[config.mk]
export PLATFORM = sky130hd
export DESIGN_NAME = vga_update_ctrl
export DESIGN_NICKNAME = d
export VERILOG_FILES = /design/src/rtl/vga_update_ctrl_pkg.sv /design/src/rtl/vga_update_ctrl_vblank_det.sv /design/src/rtl/vga_update_ctrl.sv
export SDC_FILE = /design/constraint.sdc
export NUM_CORES = 1
export LEC_CHECK = 0
export CORE_AREA = 2 2 211 213
export DETAILED_ROUTE_END_ITERATION = 16
export DIE_AREA = 0 0 213 215
export PLACE_DENSITY = 0.75
export SETUP_SLACK_MARGIN = 0.02
export SLEW_MARGIN = 20
export SYNTH_ARGS = -nofsm -noshare
export SYNTH_HDL_FRONTEND = slang
export SYNTH_SLANG_ARGS = --single-unit
[constraint.sdc]
create_clock -name clk -period 2.75 [get_ports clk]
set_clock_uncertainty 0.05 [all_clocks]
set_input_delay 0.6875 -clock clk [delete_from_list [all_inputs] [get_ports clk]]
set_output_delay 0.6875 -clock clk [all_outputs]
set_load 0.02 [all_outputs]
[src/rtl/vga_update_ctrl_pkg.sv]
// ============================================================================
// Module      : vga_update_ctrl_pkg
// Description : Shared board geometry, block encodings and update FSM states
//               for the frame-synchronous vga update scheduler.
// Revision    : 1.0 - initial release
// ============================================================================
`default_nettype none

package vga_update_ctrl_pkg;

    localparam int BITS_PER_BLOCK   = 3;
    localparam int BITS_BLK_POS     = 8;
    localparam int BOARD_WIDTH_BLK  = 10;
    localparam int BOARD_HEIGHT_BLK = 20;
    localparam int BOARD_CELLS      = BOARD_WIDTH_BLK * BOARD_HEIGHT_BLK;

    localparam logic [BITS_PER_BLOCK-1:0] BLOCK_EMPTY  = '0;
    // Off-board position: never equals a real cell index.
    localparam logic [BITS_BLK_POS-1:0]   BLK_POS_NONE = '1;

    typedef enum logic [1:0] {
        UPD_IDLE     = 2'd0,
        UPD_WAIT_VBL = 2'd1,
        UPD_COMMIT   = 2'd2,
        UPD_DONE     = 2'd3
    } upd_state_e;

    // Board cell index is row*BOARD_WIDTH_BLK + column.
    function automatic logic [BOARD_CELLS-1:0] expand_rows(
        input logic [BOARD_HEIGHT_BLK-1:0] rows
    );
        logic [BOARD_CELLS-1:0] mask;
        mask = '0;
        for (int r = 0; r < BOARD_HEIGHT_BLK; r++) begin
            if (rows[r]) begin
                mask[r*BOARD_WIDTH_BLK +: BOARD_WIDTH_BLK] = '1;
            end
        end
        return mask;
    endfunction

endpackage

`default_nettype wire

[src/rtl/vga_update_ctrl_vblank_det.sv]
// ============================================================================
// Module      : vga_vblank_det
// Description : Detects the start of vertical blanking (falling vsync) and
//               counts frames since reset.
// Revision    : 1.0 - initial release
// ============================================================================
`default_nettype none

module vga_vblank_det #(
    parameter int FRAME_CNT_W = 8
) (
    input  logic                   clk,
    input  logic                   rst,
    input  logic                   vsync,
    output logic                   vbl_start,
    output logic [FRAME_CNT_W-1:0] frame_cnt
);

    logic                   vsync_q;
    logic [FRAME_CNT_W-1:0] frame_cnt_q;

    // vsync_q resets high so a low vsync at reset release reads as a new frame.
    assign vbl_start = vsync_q & ~vsync;
    assign frame_cnt = frame_cnt_q;

    always_ff @(posedge clk) begin
        if (rst) begin
            vsync_q     <= 1'b1;
            frame_cnt_q <= '0;
        end else begin
            vsync_q <= vsync;
            if (vbl_start) begin
                frame_cnt_q <= frame_cnt_q + 1'b1;
            end
        end
    end

endmodule

`default_nettype wire

[src/rtl/vga_update_ctrl.sv]
// ============================================================================
// Module      : vga_update_ctrl
// Description : Stages game snapshots and commits them to the renderer only
//               at vblank start. Optional row flash under LINE_FLASH_EN.
// Revision    : 1.0 - initial release
// ============================================================================
`default_nettype none

module vga_update_ctrl
    import vga_update_ctrl_pkg::*;
#(
    parameter int FRAME_CNT_W = 8
`ifdef LINE_FLASH_EN
    ,
    parameter int FLASH_FRAMES = 6
`endif
) (
    input  logic                          clk,
    input  logic                          rst,
`ifdef LINE_FLASH_EN
    input  logic                          flash_req,
    input  logic [BOARD_HEIGHT_BLK-1:0]   flash_rows,
    output logic                          flash_done,
`endif
    input  logic                          vsync,
    input  logic                          upd_req,
    output logic                          upd_ack,
    output logic                          upd_busy,
    input  logic [BITS_PER_BLOCK-1:0]     in_ctrl_blk,
    input  logic [4*BITS_BLK_POS-1:0]     in_ctrl_pos,
    input  logic [4*BITS_BLK_POS-1:0]     in_drop_pos,
    input  logic [BOARD_CELLS-1:0]        in_stacked,
    output logic [BITS_PER_BLOCK-1:0]     ctrl_blk,
    output logic [4*BITS_BLK_POS-1:0]     ctrl_pos,
    output logic [4*BITS_BLK_POS-1:0]     drop_pos,
    output logic [BOARD_CELLS-1:0]        stacked_block,
    output logic [FRAME_CNT_W-1:0]        frame_cnt
);

    localparam logic [4*BITS_BLK_POS-1:0] POS_NONE4 = {4{BLK_POS_NONE}};

    logic                      vbl_start;
    logic                      upd_blocked;
    logic                      flash_busy;

    upd_state_e                state_q;
    logic                      upd_ack_q;
    logic                      busy_q;

    logic [BITS_PER_BLOCK-1:0] stg_blk_q;
    logic [4*BITS_BLK_POS-1:0] stg_pos_q;
    logic [4*BITS_BLK_POS-1:0] stg_drop_q;
    logic [BOARD_CELLS-1:0]    stg_stacked_q;

    logic [BITS_PER_BLOCK-1:0] ctrl_blk_q;
    logic [4*BITS_BLK_POS-1:0] ctrl_pos_q;
    logic [4*BITS_BLK_POS-1:0] drop_pos_q;
    logic [BOARD_CELLS-1:0]    shown_q;

    vga_vblank_det #(
        .FRAME_CNT_W (FRAME_CNT_W)
    ) u_vblank_det (
        .clk       (clk),
        .rst       (rst),
        .vsync     (vsync),
        .vbl_start (vbl_start),
        .frame_cnt (frame_cnt)
    );

    always_ff @(posedge clk) begin
        if (rst) begin
            state_q       <= UPD_IDLE;
            upd_ack_q     <= 1'b0;
            busy_q        <= 1'b0;
            stg_blk_q     <= '0;
            stg_pos_q     <= '0;
            stg_drop_q    <= '0;
            stg_stacked_q <= '0;
            ctrl_blk_q    <= BLOCK_EMPTY;
            ctrl_pos_q    <= POS_NONE4;
            drop_pos_q    <= POS_NONE4;
            shown_q       <= '0;
        end else begin
            upd_ack_q <= 1'b0;
            case (state_q)
                UPD_IDLE: begin
                    if (upd_req && !upd_blocked) begin
                        stg_blk_q     <= in_ctrl_blk;
                        stg_pos_q     <= in_ctrl_pos;
                        stg_drop_q    <= in_drop_pos;
                        stg_stacked_q <= in_stacked;
                        state_q       <= UPD_WAIT_VBL;
                        busy_q        <= 1'b1;
                    end
                end
                // A vbl_start coinciding with accept is seen in IDLE and ignored,
                // so that snapshot waits a full frame.
                UPD_WAIT_VBL: begin
                    if (vbl_start) begin
                        state_q <= UPD_COMMIT;
                    end
                end
                UPD_COMMIT: begin
                    ctrl_blk_q <= stg_blk_q;
                    ctrl_pos_q <= stg_pos_q;
                    drop_pos_q <= stg_drop_q;
                    shown_q    <= stg_stacked_q;
                    upd_ack_q  <= 1'b1;
                    state_q    <= UPD_DONE;
                end
                UPD_DONE: begin
                    busy_q  <= 1'b0;
                    state_q <= UPD_IDLE;
                end
                default: begin
                    busy_q  <= 1'b0;
                    state_q <= UPD_IDLE;
                end
            endcase
        end
    end

    assign upd_ack  = upd_ack_q;
    assign upd_busy = busy_q | flash_busy;
    assign ctrl_blk = ctrl_blk_q;
    assign ctrl_pos = ctrl_pos_q;
    assign drop_pos = drop_pos_q;

`ifdef LINE_FLASH_EN
    localparam int FLASH_CNT_W = $clog2(FLASH_FRAMES + 1);

    logic                        flash_take;
    logic                        flash_act_q;
    logic                        flash_phase_q;
    logic                        flash_done_q;
    logic [BOARD_HEIGHT_BLK-1:0] flash_rows_q;
    logic [FLASH_CNT_W-1:0]      flash_cnt_q;
    logic [BOARD_CELLS-1:0]      stacked_out_q;

    // Flash wins over a simultaneous update request.
    assign flash_take  = (state_q == UPD_IDLE) && flash_req && !flash_act_q;
    assign upd_blocked = flash_take | flash_act_q;
    assign flash_busy  = flash_act_q;

    always_ff @(posedge clk) begin
        if (rst) begin
            flash_act_q   <= 1'b0;
            flash_phase_q <= 1'b0;
            flash_done_q  <= 1'b0;
            flash_rows_q  <= '0;
            flash_cnt_q   <= '0;
            stacked_out_q <= '0;
        end else begin
            flash_done_q <= 1'b0;
            if (flash_take) begin
                flash_act_q   <= 1'b1;
                flash_phase_q <= 1'b0;
                flash_rows_q  <= flash_rows;
                flash_cnt_q   <= FLASH_CNT_W'(FLASH_FRAMES);
            end else if (flash_act_q && vbl_start) begin
                if (flash_cnt_q <= FLASH_CNT_W'(1)) begin
                    flash_act_q   <= 1'b0;
                    flash_phase_q <= 1'b0;
                    flash_rows_q  <= '0;
                    flash_cnt_q   <= '0;
                    flash_done_q  <= 1'b1;
                end else begin
                    flash_phase_q <= ~flash_phase_q;
                    flash_cnt_q   <= flash_cnt_q - 1'b1;
                end
            end
            stacked_out_q <= flash_phase_q ? (shown_q & ~expand_rows(flash_rows_q))
                                           : shown_q;
        end
    end

    assign flash_done    = flash_done_q;
    assign stacked_block = stacked_out_q;
`else
    assign upd_blocked   = 1'b0;
    assign flash_busy    = 1'b0;
    assign stacked_block = shown_q;
`endif

endmodule

`default_nettype wire

[After elaboration in Yosys (flattened, before gate mapping)]
Cells that the tools add are included.
W data, S select, Z words.
Storage, ports and cells
  bits in registers: 547
  latch bits: 0
  bits in writable memories: 0
  bits in read-only memories: 0
  bits of input ports: 271
  output and inout bits: 277
  word-level logic and storage cells: 32
  memories kept: 0
Cells by class
  $add $sub $neg: 1
  multiply operators: 0
  div/mod/pow operators: 0
  $lt $le $gt $ge: 0
  equality and inequality tests: 5
  shift-type cells: 0
  muxes and demuxes: 6
  bitwise logic cells: 2
  reductions and logical operators: 5
Operators by type and width (number)
  $add A8 B1 Y8 const B: 1
  $pmux W2 S4: 1
  $reduce_and A2 Y1: 3
  $eq A2 B2 Y1 const B: 2
  $mux W2: 2
  $eq A2 B1 Y1 const B: 1
  $logic_not A2 Y1: 1
  $mux W1: 2
  $ne A2 B1 Y1 const B: 1
  $ne A2 B2 Y1 const B: 1
  $pmux W1 S2: 1
  $reduce_bool A2 Y1: 1
  $and A1 B1 Y1: 1
  $not A1 Y1: 1

[Longest topological paths before layout]
  depth in word-level cells: 4
  mapped depth: 8

[Cells and area by module]
Synthesis repeated with hierarchy kept, for this count alone.
Unflattened totals
  cells, all modules: 2092
  area total of the unflattened synthesis: 19372.3 µm²
By module, submodules not included
  vga_update_ctrl: instances 1, cells each 2051, area an instance 18983.2 µm², sequential area each 10770.3 µm²
  vga_vblank_det: instances 1, cells each 41, area an instance 389.1 µm², sequential area each 180.2 µm²

[Worst setup path after synthesis]
OpenSTA, ideal clock, no wires.
  path kind: input to register
  start: input port vsync
  end: register u_vblank_det.frame_cnt_q[7], in the netlist u_vblank_det.frame_cnt[7]
  arrival: 1464 ps
  required time: 2572 ps
  path slack: 1108 ps
  stages on the path: 4
  buffers on the path: 0
  cells stage by stage: and4b_1 or3b_1 xor2_1 nor2_1
Between the ends
  cells in the longest elaborated chain, start to end: 2
Ends and longest elaborated chain
  start, declared: RTL line vga_update_ctrl.sv:25  | input logic vsync,
  $not A1 Y1: RTL line vga_update_ctrl_vblank_det.sv:23  | assign vbl_start = vsync_q & ~vsync;
  $and A1 B1 Y1: RTL line vga_update_ctrl_vblank_det.sv:23
  end signal, assigned: RTL line vga_update_ctrl_vblank_det.sv:33  | frame_cnt_q <= frame_cnt_q + 1'b1;
  end, declared: RTL line vga_update_ctrl_vblank_det.sv:20  | logic [FRAME_CNT_W-1:0] frame_cnt_q;
No other way between the ends.
A chain may end at the register's enable or synchronous reset.

[Worst setup path after layout]
  start: register u_vblank_det.frame_cnt_q[2], in the netlist u_vblank_det.frame_cnt[2]
  end: output port frame_cnt[2]
RTL lines
  end, declared: RTL line vga_update_ctrl.sv:37  | output logic [FRAME_CNT_W-1:0] frame_cnt
No word-level cell between the ends.

==> reports/metrics.csv <==
stage,metric,value,unit
layout,share of post-route cells with drive strength above 1,5.23,%
die,FP Rows,77,
global_route,vias in the first global route,16000,
synth,Ys Warns,0,
worst_hold_path,worst hold path endpoint,stg_stacked_q[5]$_SDFFE_PP0P_,
drt,Initial DRT Pass Iterations,5,
timing,pin slew with the least headroom to its limit,0.672,ns
global_route,global-route wire length before repair,84.3,mm
worst_hold_path,Hold Path Depth,2,
synth,Mapped Cells,2089,
cts,"Clk Latency, worst-skew pair",0.59,ns
global_route,GRT Overall Usage,23.0,%
worst_setup_path,CP peak stage delay,0.67,ns
timing,period utilisation layout,88.4,%
worst_setup_path,CP cell instances,clkdlybuf4s50_1,
cts,deepest clock path buffer count,3,
die,die area,45800,sq um
worst_setup_path,R2R Setup Slk,0.72,ns
worst_setup_path,CP startpoint kind,register,
placed_design,cell total after placement,3119,
layout,Non-Filler Instances,3220,
power_and_ir_drop,maximum vdd drop,573,uV
synth,Mean Syn Cell Area,9.14,sq um
power_and_ir_drop,Leak Pwr,9.91,nW
synth,number of flops mapped to enable cells by yosys,0,
timing,fmax,411,MHz
timing,setup total negative slack,0,ns
worst_hold_path,worst min path class,reg2reg,
worst_setup_path,critical path class,reg2out,
cts,post_cts resized,0,
drt,vias post-DR,16100,
placed_design,post-DP HPWL,37.5,mm
synth,top cell type by total area after synthesis,dfxtp_1,
timing,endpoints failing hold,0,
die,core area,43600,sq um
cts,H-tree levels,2,
worst_hold_path,Hold Startpoint,stg_stacked_q[5]$_SDFFE_PP0P_,
worst_setup_path,"CP delay by family, top",buffers and inverters,
worst_setup_path,Reg2Reg Depth,5,
die,Die Width,213,um
drt,DR vias/cell,4.99,
cts,TritonCTS clock tree,built,
timing,Final Slew Violations,0,
cts,Clock transition at path regs,0.06,ns
layout,Fillers,3604,
synth,top area cells in the synthesized netlist,"dfxtp_1 (57%), mux2i_1 (11%), nand2_1 (11%), a21oi_1 (7.1%), nor2_1 (4.1%)",
worst_setup_path,CP Data Arrival Time,1.69,ns
timing,unrepaired setup endpoints after global routing,false,
worst_setup_path,CP Depth,1,
die,effective utilization at floorplan,43.7,%
timing,Final Critical Period,2.43,ns
layout,P&R area growth vs syn,42.1,%
worst_setup_path,largest fanout on the critical path,6,
cts,Root Driver,clkbuf_16,
worst_setup_path,Worst R2R End,stacked_block[83]$_SDFFE_PP0P_,
synth,Syn Nets,2365,
global_route,global route overflow,0,
synth,post-synthesis sequential area ratio,57.4,%
synth,Synth Cell Area,19100,sq um
die,die height,215,um
drt,1st-iter DRT viols,905,
synth,Synth top area share,57.4,%
placed_design,GPL Wtd Cong,0.852,
drt,DRT antenna net count,0,
flow_run,maxcap violations,0,
cts,Inserted Clock Buffers,54,
worst_setup_path,CP Capture Type,output port,
synth,#FFs+latches synth,547,
drt,routed length per instance,16.9,um
synth,Synth Flop Type,dfxtp_1,
timing,Setup-failing EPs final,0,
synth,synth unique cells,26,
cts,clock sinks,547,
timing,Slew headroom,55.2,%
worst_setup_path,Buf/Inv on CP,1,
drt,DRC Markers,0,
global_route,largest net degree at the start of global routing,82,
outcome,outcome,"finished, final reports clean",
cts,# Post-CTS Setup Buffers,0,
global_route,initial antenna violation count,12,
synth,Synth async-reset ratio,0,%
cts,hold_buf cts,0,
worst_setup_path,Critical R2R Launch,state_q[0]$_SDFFE_PP0P_,
power_and_ir_drop,power per cell area,939,nW/um^2
placed_design,I/O Buffers,547,
worst_setup_path,Crit-path slowest cell,clkdlybuf4s50_1,
worst_setup_path,Worst EP required,2.01,ns
die,Ports,548,
drt,drt total wl,54.3,mm
layout,Final #Nets,2859,
## Yosys cell counts, types with 2 or more instances
cell,n
buf_1,17
nor2_1,211
mux2i_1,204
a211o_1,64
xor2_1,5
ha_1,5
buf_4,22
nor2b_1,66
nand4_1,3
nand2_1,540
clkbuf_1,75
dfxtp_1,547
o21ai_0,2
inv_1,4
a21oi_1,271
buf_2,43
## per-layer routing
layer | wire, um | GRT usage, % | vias to the layer above
met4 | 2450 | 10.6 | 12
li1 | - | - | 7835
met5 | 68 | 0 | -
met3 | 4960 | 8.65 | 146
met1 | 20800 | 25.6 | 7568
met2 | 26000 | 38.8 | 502
## worst reg2reg max path: stages (launching register included)
cell	delay (ns)
dfxtp_1	0.34
inv_1	0.13
ha_4	0.59
buf_12	0.45
mux2i_1	0.28
nor2_1	0.07
## area by class of cell
type,count,area [sq um],area share (%)
antenna,6,15.0,0.0554
multi-input combinational,1381,7420,27.4
clock buffer,79,1620,5.97
inverter,4,15.0,0.0554
tap,592,741,2.73
clock inverter,16,258,0.950
timing repair buffer,595,6100,22.5
sequential,547,11000,40.4
## cell usage in the layout, fill, tap and decap left out, drive strengths merged, types with 2 or more instances in the layout
cell type        n
nand4            3
a211o           64
nor2b           66
inv              4
nand2          540
xor2             5
a21oi          271
dfxtp          547
clkbuf          79
nor2           211
o21ai            2
buf             49
clkinv           8
ha               5
diode            6
mux2i          204
bufinv           7
clkdlybuf4s50  546
## sequential cells by signal, indices dropped and copies added, names as in the netlist, 2 cells and up
| register | cells |
|---|---|
| stg_pos_q | 32 |
| u_vblank_det.frame_cnt | 8 |
| stg_stacked_q | 200 |
| state_q | 2 |
| stacked_block | 200 |
| stg_blk_q | 3 |
| ctrl_pos | 32 |
| ctrl_blk | 3 |
| stg_drop_q | 32 |
| drop_pos | 32 |
## logic make-up (layout without fill, tap and decap cells)
group                    count (synthesis)  count (layout)  share of synthesized area, %
buffers and inverters                  161             694                          3.88
other                                    0               6                             0
AO/OA/AOI/OAI                          338             338                          10.1
AND/OR/NAND/NOR                        828             828                          17.3
adder cells (fa/ha/maj)                  5               5                         0.328
flip-flops                             547             547                          57.4
multiplexers                           204             204                          10.7
XOR/XNOR                                 6               6                         0.275
## worst max-delay path by stage
stage                                           start                                      to  slack [ns]
6_report       u_vblank_det.frame_cnt[2]$_SDFFE_PP0P_                            frame_cnt[2]        0.32
4_1_cts        u_vblank_det.frame_cnt[2]$_SDFFE_PP0P_                            frame_cnt[2]        0.28
2_1_floorplan                                   vsync  u_vblank_det.frame_cnt[7]$_SDFFE_PP0P_        1.11
3_3_place_gp                                  upd_req              stg_pos_q[11]$_SDFFE_PP0P_        0.47
3_5_place_dp                                  upd_req         stg_stacked_q[102]$_SDFFE_PP0P_        0.41
5_1_grt        u_vblank_det.frame_cnt[2]$_SDFFE_PP0P_                            frame_cnt[2]        0.26
## stage by stage
step	util, %	power, mW	instance area [sq um]	setup slack [ns]	hold WS (ns)
after floorplan	-	14.8	19100	1.11	0.385
after CTS	62.1	25.7	27100	0.279	0.405
after global routing	62.1	26.8	27100	0.260	0.420
after detailed placement	57.8	17.9	25200	0.405	0.397
after global placement	57.8	17.7	25200	0.467	0.389
final	62.1	25.5	27100	0.319	0.403
## where the power goes
part,switching (mW),leakage (nW),internal [mW]
Sequential,0.698,4.46,9.27
Combinational,4.35,4.53,3.44
Clock,3.01,0.925,4.71
Total,8.05,9.91,17.4
(Power assumes the default switching activity.)
